==> src/rtl/detector_emulator.sv <==
// detector_emulator: replays one Avalon-ST video frame per trigger edge onto a
// detector-style parallel bus (vsync envelope, hsync per line, 14-bit video).
// The frame is aligned on start-of-packet. Missing beats, misplaced packet
// markers and triggers that arrive mid-frame are reported through sticky
// status bits.
module detector_emulator #(
    parameter int ACTIVE_WIDTH = 640,
    parameter int ACTIVE_LINES = 512,
    parameter int HBLANK       = 16,
    parameter int VSYNC_LEAD   = 4
) (
    input  logic        clk,
    input  logic        rst,
    input  logic        din_startofpacket,
    input  logic        din_endofpacket,
    input  logic        din_valid,
    input  logic [13:0] din_data,
    output logic        din_ready,
    input  logic        dd_seq_trigger,
    output logic        dd_vsync,
    output logic        dd_hsync,
    output logic [13:0] dd_video,
    input  logic        sts_clear,
    output logic        sts_underflow,
    output logic        sts_frame_error,
    output logic        sts_trigger_overrun
);

    localparam int PIX_W  = $clog2(ACTIVE_WIDTH + HBLANK);
    localparam int LINE_W = (ACTIVE_LINES > 1) ? $clog2(ACTIVE_LINES) : 1;
    localparam int LEAD_W = (VSYNC_LEAD > 1) ? $clog2(VSYNC_LEAD) : 1;

    localparam logic [PIX_W-1:0]  PIX_LAST_ACT = PIX_W'(ACTIVE_WIDTH - 1);
    localparam logic [PIX_W-1:0]  PIX_LAST     = PIX_W'(ACTIVE_WIDTH + HBLANK - 1);
    localparam logic [LINE_W-1:0] LINE_LAST    = LINE_W'(ACTIVE_LINES - 1);
    localparam logic [LEAD_W-1:0] LEAD_LAST    = LEAD_W'(VSYNC_LEAD - 1);

    typedef enum logic [2:0] {
        S_IDLE,
        S_ALIGN,
        S_LEAD,
        S_ACTIVE,
        S_BLANK
    } state_t;

    state_t              state_reg, state_next;
    logic [PIX_W-1:0]    pix_cnt_reg, pix_cnt_next;
    logic [LINE_W-1:0]   line_cnt_reg, line_cnt_next;
    logic [LEAD_W-1:0]   lead_cnt_reg, lead_cnt_next;
    logic                trigger_q_reg;
    logic                eop_seen_reg, eop_seen_next;
    logic [13:0]         video_next;
    logic                underflow_set, frame_error_set, overrun_set;
    logic                trig_edge, first_pix, last_pix, accept;

    logic                vsync_reg, hsync_reg;
    logic [13:0]         video_reg;
    logic                underflow_reg, frame_error_reg, overrun_reg;

    assign trig_edge = dd_seq_trigger & ~trigger_q_reg;
    assign first_pix = (pix_cnt_reg == '0) && (line_cnt_reg == '0);
    assign last_pix  = (pix_cnt_reg == PIX_LAST_ACT) && (line_cnt_reg == LINE_LAST);

    // Frame sequencer: next state, counters, sink ready, pixel and status events.
    always_comb begin
        state_next      = state_reg;
        pix_cnt_next    = pix_cnt_reg;
        line_cnt_next   = line_cnt_reg;
        lead_cnt_next   = lead_cnt_reg;
        eop_seen_next   = eop_seen_reg;
        din_ready       = 1'b0;
        accept          = 1'b0;
        video_next      = '0;
        underflow_set   = 1'b0;
        frame_error_set = 1'b0;
        overrun_set     = trig_edge && (state_reg != S_IDLE);

        case (state_reg)
            S_IDLE: begin
                if (trig_edge) begin
                    state_next    = S_ALIGN;
                    pix_cnt_next  = '0;
                    line_cnt_next = '0;
                    lead_cnt_next = '0;
                end
            end
            S_ALIGN: begin
                // Junk ahead of the sop is drained; the sop itself stays on
                // the bus so it becomes the first pixel of the frame.
                din_ready = ~(din_valid & din_startofpacket);
                if (din_valid && din_startofpacket) begin
                    state_next    = S_LEAD;
                    eop_seen_next = 1'b0;
                    lead_cnt_next = '0;
                end
            end
            S_LEAD: begin
                if (lead_cnt_reg == LEAD_LAST) begin
                    state_next    = S_ACTIVE;
                    pix_cnt_next  = '0;
                    line_cnt_next = '0;
                end else begin
                    lead_cnt_next = lead_cnt_reg + 1'b1;
                end
            end
            S_ACTIVE: begin
                // Pixel slots advance every cycle; the stream must keep up.
                din_ready     = ~eop_seen_reg;
                accept        = din_valid & ~eop_seen_reg;
                underflow_set = ~din_valid & ~eop_seen_reg;
                if (accept) begin
                    video_next = din_data;
                    if (din_endofpacket) begin
                        eop_seen_next = 1'b1;
                        if (!last_pix) frame_error_set = 1'b1;
                    end else if (last_pix) begin
                        frame_error_set = 1'b1;
                    end
                    if (din_startofpacket && !first_pix) frame_error_set = 1'b1;
                end
                pix_cnt_next = pix_cnt_reg + 1'b1;
                if (pix_cnt_reg == PIX_LAST_ACT) state_next = S_BLANK;
            end
            S_BLANK: begin
                if (pix_cnt_reg == PIX_LAST) begin
                    pix_cnt_next = '0;
                    if (line_cnt_reg == LINE_LAST) begin
                        state_next = S_IDLE;
                    end else begin
                        line_cnt_next = line_cnt_reg + 1'b1;
                        state_next    = S_ACTIVE;
                    end
                end else begin
                    pix_cnt_next = pix_cnt_reg + 1'b1;
                end
            end
            default: state_next = S_IDLE;
        endcase
    end

    // State, counters, output register and sticky status (set beats clear).
    always_ff @(posedge clk) begin
        if (rst) begin
            state_reg       <= S_IDLE;
            pix_cnt_reg     <= '0;
            line_cnt_reg    <= '0;
            lead_cnt_reg    <= '0;
            trigger_q_reg   <= 1'b0;
            eop_seen_reg    <= 1'b0;
            vsync_reg       <= 1'b0;
            hsync_reg       <= 1'b0;
            video_reg       <= '0;
            underflow_reg   <= 1'b0;
            frame_error_reg <= 1'b0;
            overrun_reg     <= 1'b0;
        end else begin
            state_reg       <= state_next;
            pix_cnt_reg     <= pix_cnt_next;
            line_cnt_reg    <= line_cnt_next;
            lead_cnt_reg    <= lead_cnt_next;
            trigger_q_reg   <= dd_seq_trigger;
            eop_seen_reg    <= eop_seen_next;
            vsync_reg       <= (state_reg == S_LEAD) || (state_reg == S_ACTIVE) ||
                               (state_reg == S_BLANK);
            hsync_reg       <= (state_reg == S_ACTIVE);
            video_reg       <= video_next;
            underflow_reg   <= underflow_set   | (underflow_reg   & ~sts_clear);
            frame_error_reg <= frame_error_set | (frame_error_reg & ~sts_clear);
            overrun_reg     <= overrun_set     | (overrun_reg     & ~sts_clear);
        end
    end

    assign dd_vsync            = vsync_reg;
    assign dd_hsync            = hsync_reg;
    assign dd_video            = video_reg;
    assign sts_underflow       = underflow_reg;
    assign sts_frame_error     = frame_error_reg;
    assign sts_trigger_overrun = overrun_reg;

endmodule
==> config.mk <==
export PLATFORM = sky130hd
export DESIGN_NAME = detector_emulator
export DESIGN_NICKNAME = d
export VERILOG_FILES = /design/src/rtl/detector_emulator.sv
export SDC_FILE = /design/constraint.sdc
export NUM_CORES = 1
export LEC_CHECK = 0
export ABC_AREA = 1
export CORE_UTILIZATION = 56
export DETAILED_ROUTE_END_ITERATION = 8
export PLACE_DENSITY = 0.85
export SKIP_CTS_REPAIR_TIMING = 1
export SYNTH_ARGS = -nofsm -noshare
export SYNTH_HDL_FRONTEND = slang
export SYNTH_SLANG_ARGS = --single-unit
==> constraint.sdc <==
create_clock -name clk -period 3.1 [get_ports clk]
set_input_delay 0.775 -clock clk [delete_from_list [all_inputs] [get_ports clk]]
set_output_delay 0.775 -clock clk [all_outputs]
set_load 0.005 [all_outputs]
; ---- After elaboration in Yosys (flattened, before gate mapping)
; Index checks and enable logic that the tools add are counted.
[totals]
out_inout_bits = 20
wordCells = 103
register_bits = 45
[op_classes]
mux = 32
n_bitwise = 17
n_addsub = 3
n_reduce_logical = 22
n_eq_ne = 17
[op_table]
columns = op, n
row1 = case mux 10 bit (4 select lines), 1
row2 = two-way mux 9 bit, 4
row3 = two-way mux 10 bit, 3
row4 = case mux 9 bit (3 select lines), 1
row5 = == test 10 bit (second input constant), 2
row6 = != test 2 bit (second input constant), 9
row7 = two-way mux 3 bit, 5
row8 = case mux 3 bit (5 select lines), 1
row9 = adder 10 x 1 -> 10 bit (second input constant), 1
row10 = logical NOT 10 bit, 1
row11 = two-way mux 1 bit, 10
row12 = AND reduction 5 bit, 2
row13 = adder 9 x 1 -> 9 bit (second input constant), 1
row14 = == test 9 bit (second input constant), 1
row15 = logical NOT 9 bit, 1
row16 = nonzero test 3 bit, 3
row17 = two-way mux 2 bit, 4
row18 = AND reduction 4 bit, 2
row19 = bitwise AND 1 bit, 7
row20 = inverter 1 bit, 7
row21 = == test 3 x 2 -> 1 bit (second input constant), 2
row22 = case mux 2 bit (3 select lines), 1
row23 = logical AND 1 bit, 5
row24 = case mux 1 bit (2 select lines), 2
row25 = other kinds (12), 15

; ---- Depth between registers and ports, before layout
; Gate-level depths: netlist of run 1.
[depth]
depth_word = 8
depth_mapped = 13

; ---- Least setup slack after synthesis of run 1
; OpenSTA, ideal clock, no wires.
[synth_path]
kind = in2out
from = in din_valid
to = out din_ready
arrival_ps = 1050
slack_ps = 1275
stages = 3
cell_sequence = nand2_1 nand4_1 nand2_1
[synth_between]
elab_chain_cells = 3
[synth_lines]
columns = item, line_no
row1 = start: declaration, 16  ; input logic din_valid,
row2 = bitwise AND 1 bit, 90  ; din_ready = ~(din_valid & din_startofpacket);
row3 = inverter 1 bit, 90
row4 = case mux 1 bit (2 select lines), 78  ; case (state_reg)
row5 = end: declaration, 18  ; output logic din_ready,
; Every way passes these cells.

; ---- Final worst setup path of run 1
; Same ends and word-level chain as after synthesis.

==> metrics.csv, run 1 <==
stage;metric;value;unit
setup_path;arrival;2.07;ns
die;core_region_area;0.003744;sq mm
setup_path;r2r_slack;1.07;ns
logic_synthesis;synth_area;0.002225;sq mm
timing;tns;0;ns
setup_path;critPathCapture;din_ready;
clock_network;worst_skew_pair.late_latency;0.31;ns
final_layout;final_nets;401;
timing;finClkSkew;0.009155;ns
logic_synthesis;synth_cells;329;
timing;relSlewSlack;0.7256;
timing;rsz0062_at_grt;no;
logic_synthesis;synth-seq-cells;45;
setup_path;reg2reg_to;line_cnt_reg[8]$_SDFFE_PP0P_;
clock_network;htree_levels;2;
final_layout;syn2layout_area_growth;26.04;%
clock_network;cts-root-buf;clkbuf_8;
route;wirelength;4.929;mm
route;routedWlPerCell;11.65;microns
clock_network;numCtsBuffers;5;
global_route;grt_overflow_total;0;
setup_path;cp_max_fo;4;
route;ant_nets;0;
clock_network;cts_tree;built;
timing;drv_slew;0;
timing;min_period_over_period;0.9176;
setup_path;start_kind;input pin;
route;route.vias.total;2115;
logic_synthesis;yosysTopAreaCell;dfxtp_1;
power_and_ir_drop;ir_worst_vdd;560.3;uV
global_route;antenna_found_initial;0;
setup_path;worstSetupPathType;input pin to output port;
flow_run;drv_cap;0;
power_and_ir_drop;total_power;2.116;mW
placed_design;gp_congestion;0.8752;
logic_synthesis;synth.distinct_cells;26;
setup_path;startpoint;din_valid;
logic_synthesis;synth_area_leaders;dfxtp_1, nand2_1, nor2_1;
logic_synthesis;yosysWarnings;0;
logic_synthesis;synthDominantCellAreaShare;0.4049;
clock_network;clk_path_buf_depth;2;
setup_path;r2r_cells;11;
logic_synthesis;syn-num-nets;356;
worst_hold_path;hold_path.class;flop to flop;
route;dr.pass1.iters;4;
timing;max_freq;351.6;MHz
die;io_pins;41;
global_route;grt_usage;0.2529;
route;drc;0;
power_and_ir_drop;leakagePower;1.296;nW
die;dieArea;0.004229;sq mm
timing;hold_violations;0;
clock_network;clkTransAtPathRegs;0.08;ns
route;vias_per_cell;5.000;
setup_path;cp_data_required_time;2.32;ns
route;drtIter0Drc;130;
global_route;first_global_vias;1996;
placed_design;port_buffers;40;
final_layout;antennaDiodeCount;0;
setup_path;cp-end-kind;output port;
die;die_x;65.03;microns
final_layout;layout-drive-gt1-share;0.08267;
die;initial_core_util;0.5943;
final_layout;largest_register_ffs;14;
timing;tightest_slew;0.4084;ns
timing;holdWs;0.4605;ns
final_layout;finalCoreUtilization;0.7490;
final_layout;fillerInstances;308;
status;status;complete, no violations;
setup_path;reg2reg_from;line_cnt_reg[0]$_SDFFE_PP0P_;
timing;period_needed;2.844;ns
logic_synthesis;ys_seq_area_frac;0.4049;
logic_synthesis;synth.avg_cell_area;6.762;sq um
timing;setup-violations-final;0;
die;die_h;65.03;microns
global_route;grt_start_max_net_pins;16;
die;rows;22;
power_and_ir_drop;p_per_area;754.7;mW/mm^2
placed_design;place_hpwl;3.652;mm
clock_network;cts.sinks;45;
global_route;grt_pass1_wl;8.273;mm
[worst max-delay path, stage by stage]
cell	delay [ns]
clkdlybuf4s50_1	0.45
nand2_1	0.09
nand4_1	0.14
nand2_1	0.11
clkdlybuf4s50_1	0.50
[per-stage QoR]
| stage | worst slack, ns | cell area (sq um) | instances |
|---|---|---|---|
| CTS | 0.2487 | 2804 | 423 |
| floorplan | 1.275 | 2225 | 329 |
| detailed placement | 0.2475 | 2666 | 415 |
| finish | 0.2555 | 2804 | 423 |
| global route | 0.1808 | 2804 | 423 |
| global placement | 0.2741 | 2666 | 415 |
[kinds of logic (layout without fill, tap and decap cells)]
| family | Yosys count | count (layout) | synth area share |
|---|---|---|---|
| adders and majority gates | 6 | 6 | 0.03374 |
| and+or+nand+nor | 186 | 186 | 0.3706 |
| AOI/OAI and AO/OA | 28 | 28 | 0.06693 |
| DFF | 45 | 45 | 0.4049 |
| buffers and inverters | 60 | 106 | 0.1080 |
| xor gates and xnor gates | 4 | 4 | 0.01575 |
[placed cells by master, fill, tap and decap left out, types with 2 or more instances in the layout]
master           count
nor2_4               3
dfxtp_1             45
nor3_1               5
o31ai_1              2
nand2_1             86
a21oi_1             13
inv_1               53
xor2_1               3
nand4_1              3
nand2_2              6
inv_2                4
clkbuf_8             5
nor2_1              57
bufinv_16            2
ha_1                 6
nand3_1             16
o21ai_0             12
clkdlybuf4s50_1     40
nor2_2               4
[final cells by class]
| type | instances | area [sq um] | share of cell area |
|---|---|---|---|
| tap | 48 | 60.06 | 0.02142 |
| timing repair buffer | 41 | 407.9 | 0.1455 |
| sequential | 45 | 900.9 | 0.3213 |
| inverter | 57 | 214.0 | 0.07631 |
| clock inverter | 3 | 68.82 | 0.02454 |
| multi-input combinational | 224 | 1084 | 0.3864 |
| clock buffer | 5 | 68.82 | 0.02454 |
[report_power, final]
group | switching (mW) | internal (mW)
clock | 0.209 | 0.324
sequential | 0.0572 | 0.654
combinational | 0.576 | 0.295
total | 0.842 | 1.27
[how the worst min path moves through the flow]
stage	start	endpoint	slack (ns)	cells past startpoint
floorplan	eop_seen_reg$_SDFFE_PP0P_	eop_seen_reg$_SDFFE_PP0P_	0.44	2
global placement	sts_frame_error$_SDFF_PP0_	sts_frame_error$_SDFF_PP0_	0.44	2
detailed placement	sts_frame_error$_SDFF_PP0_	sts_frame_error$_SDFF_PP0_	0.45	2
CTS	sts_frame_error$_SDFF_PP0_	sts_frame_error$_SDFF_PP0_	0.46	2
global route	sts_frame_error$_SDFF_PP0_	sts_frame_error$_SDFF_PP0_	0.49	2
finish	sts_frame_error$_SDFF_PP0_	sts_frame_error$_SDFF_PP0_	0.46	2
[layer usage]
layer / part of all wire / vias up / track usage
li1: - / 1097 / -
met1: 0.44 / 962 / 0.2845
met2: 0.51 / 50 / 0.4635
met3: 0.044 / 6 / 0.06690
met4: 0.0095 / 0 / 0.07065
met5: 0 / - / 0
[synth_stat cells]
cell type  instances
nor4_1             1
nor3b_2            1
clkbuf_1           1
nand2_4            1
nor3b_1            1
nand2_1           86
dfxtp_1           45
ha_1               6
nand3_1           16
a21oi_1           13
xor2_1             3
nor3_2             1
inv_2              4
o31ai_1            2
o21ai_2            1
nand4_1            3
nand2_2            6
nor3_1             5
o21ai_0           12
buf_6              2
nand3b_4           1
nor2_4             3
xnor2_1            1
inv_1             53
nor2_2             4
nor2_1            57
No activity file was read; power rests on OpenSTA's default activity.
==> run 2, diff against run 1 <==
--- a/config.mk
+++ b/config.mk
@@ -9,7 +9,6 @@
 export CORE_UTILIZATION = 56
 export DETAILED_ROUTE_END_ITERATION = 8
 export PLACE_DENSITY = 0.85
-export SKIP_CTS_REPAIR_TIMING = 1
 export SYNTH_ARGS = -nofsm -noshare
 export SYNTH_HDL_FRONTEND = slang
 export SYNTH_SLANG_ARGS = --single-unit
==> constraint.sdc (replaced) <==
create_clock -name clk -period 3.1 [get_ports clk]
set_input_delay 0.775 -clock clk [delete_from_list [all_inputs] [get_ports clk]]
set_output_delay 0.775 -clock clk [all_outputs]
set_load 0.05 [all_outputs]
==> metrics.csv, run 2 (synthesized netlist as in run 1, its figures left out) <==
stage;metric;value;unit
status;status;complete, no violations;
route;drc;0;
timing;relSlewSlack;0.6572;
setup_path;reg2reg_from;line_cnt_reg[0]$_SDFFE_PP0P_;
power_and_ir_drop;seqPwrFrac;0.357;
setup_path;cp-end-kind;output port;
die;dieArea;0.004229;sq mm
timing;period_needed;2.529;ns
power_and_ir_drop;ir_worst_vdd;502.2;uV
worst_hold_path;hold_path.class;flop to flop;
final_layout;stdcell_count;423;
global_route;grt_start_max_net_pins;15;
power_and_ir_drop;leakagePower;1.276;nW
timing;tightest_slew;0.5126;ns
clock_network;numCtsBuffers;5;
clock_network;ctsHoldBuffers;0;
final_layout;postLayoutCellArea;0.002763;sq mm
placed_design;placed_cells;415;
setup_path;cp_data_required_time;2.32;ns
setup_path;worstSetupPathType;input pin to output port;
setup_path;arrival;1.75;ns
route;route.vias.total;2074;
clock_network;htree_levels;2;
final_layout;syn2layout_area_growth;24.18;%
die;rows;22;
setup_path;startpoint;din_valid;
timing;holdWs;0.4587;ns
final_layout;largest_register_ffs;14;
timing;rsz0062_at_grt;no;
placed_design;place_ws;0.5716;ns
timing;max_freq;395.4;MHz
global_route;grt_overflow_total;0;
clock_network;postCtsSetupRepairBufs;0;
clock_network;cts-root-buf;clkbuf_8;
final_layout;fillerInstances;311;
global_route;antenna_found_initial;0;
clock_network;worst_skew_pair.late_latency;0.30;ns
global_route;first_global_vias;1889;
die;die_h;65.03;microns
final_layout;seqCellArea;900.9;sq um
timing;setup_ws;0.5709;ns
clock_network;clk_path_buf_depth;2;
timing;drv_slew;0;
power_and_ir_drop;power.internal;1.119;mW
placed_design;port_buffers;40;
final_layout;multiInputGateArea;0.001084;sq mm
route;routedWlPerCell;10.85;microns
power_and_ir_drop;p_per_area;723.6;mW/mm^2
route;ant_nets;0;
clock_network;post_cts_resize_count;0;
power_and_ir_drop;power.net_switching;0.8796;mW
setup_path;cp_max_fo;4;
final_layout;final_common_cell;nand2_1;
final_layout;layout-drive-gt1-share;0.08533;
timing;setup-violations-final;0;
worst_hold_path;hp-start;sts_frame_error$_SDFF_PP0_;
flow_run;drv_cap;0;
clock_network;cts_tree;built;
setup_path;r2r_slack;1.11;ns
die;die_x;65.03;microns
final_layout;final_nets;401;
route;drtIter0Drc;92;
die;initial_core_util;0.5943;
power_and_ir_drop;swShare;0.4400;
power_and_ir_drop;clockPowerShare;0.176;
route;wirelength;4.589;mm
final_layout;antennaDiodeCount;0;
timing;tns;0;ns
die;core_region_area;0.003744;sq mm
placed_design;gp_congestion;0.8744;
timing;hold_violations;0;
setup_path;start_kind;input pin;
power_and_ir_drop;combPwrFrac;0.467;
clock_network;cts.sinks;45;
timing;min_period_over_period;0.8159;
route;dr.pass1.iters;4;
die;io_pins;41;
global_route;grt_pass1_wl;7.714;mm
global_route;grt_usage;0.2375;
route;vias_per_cell;4.903;
final_layout;final_cell_mix;nand2_1, nor2_1, inv_1, dfxtp_1, clkdlybuf4s50_1;
placed_design;place_hpwl;3.472;mm
clock_network;clkTransAtPathRegs;0.08;ns
placed_design;place_area;0.002676;sq mm
timing;finClkSkew;0.002969;ns
[run 2: final timing paths]
check | end | cells past startpoint
min | sts_frame_error$_SDFF_PP0_ | 2
max reg2reg | line_cnt_reg[1]$_SDFFE_PP0P_ | 11
min reg2reg | sts_frame_error$_SDFF_PP0_ | 2
max | din_ready | 5
[run 2: power by group through the flow]
stage          Clock, mW  Combinational, mW  Sequential [mW]
6_report           0.352              0.934            0.713
5_1_grt            0.390               1.05            0.720
4_1_cts            0.361              0.933            0.711
3_5_place_dp           0              0.924            0.725
3_3_place_gp           0              0.898            0.721
2_1_floorplan          0              0.677            0.759
[run 2: per-stage QoR]
step	util	power, mW
after floorplan	-	1.437
after global placement	0.7149	1.619
after detailed placement	0.7149	1.649
after CTS	0.7380	2.005
after global routing	0.7380	2.162
final	0.7380	1.999
[run 2: worst max-delay path, stage by stage]
cell             delay [ns]
clkdlybuf4s50_1        0.44
nand2_1                0.09
nand4_1                0.15
nand2_1                0.16
buf_12                 0.15
[run 2: cell type report]
type                       instances  share of cell area
tap                               48             0.02174
inverter                          57             0.07745
timing repair buffer              41              0.1513
clock buffer                       5             0.02491
multi-input combinational        224              0.3922
sequential                        45              0.3261
clock inverter                     3            0.006341
[run 2: per-layer routing]
metal | vias to the layer above | part of all wire | global-route usage
met4 | 0 | 0.017 | 0.07065
met1 | 936 | 0.45 | 0.2741
met5 | - | 0 | 0
met2 | 42 | 0.49 | 0.4128
li1 | 1088 | - | -
met3 | 8 | 0.046 | 0.07923
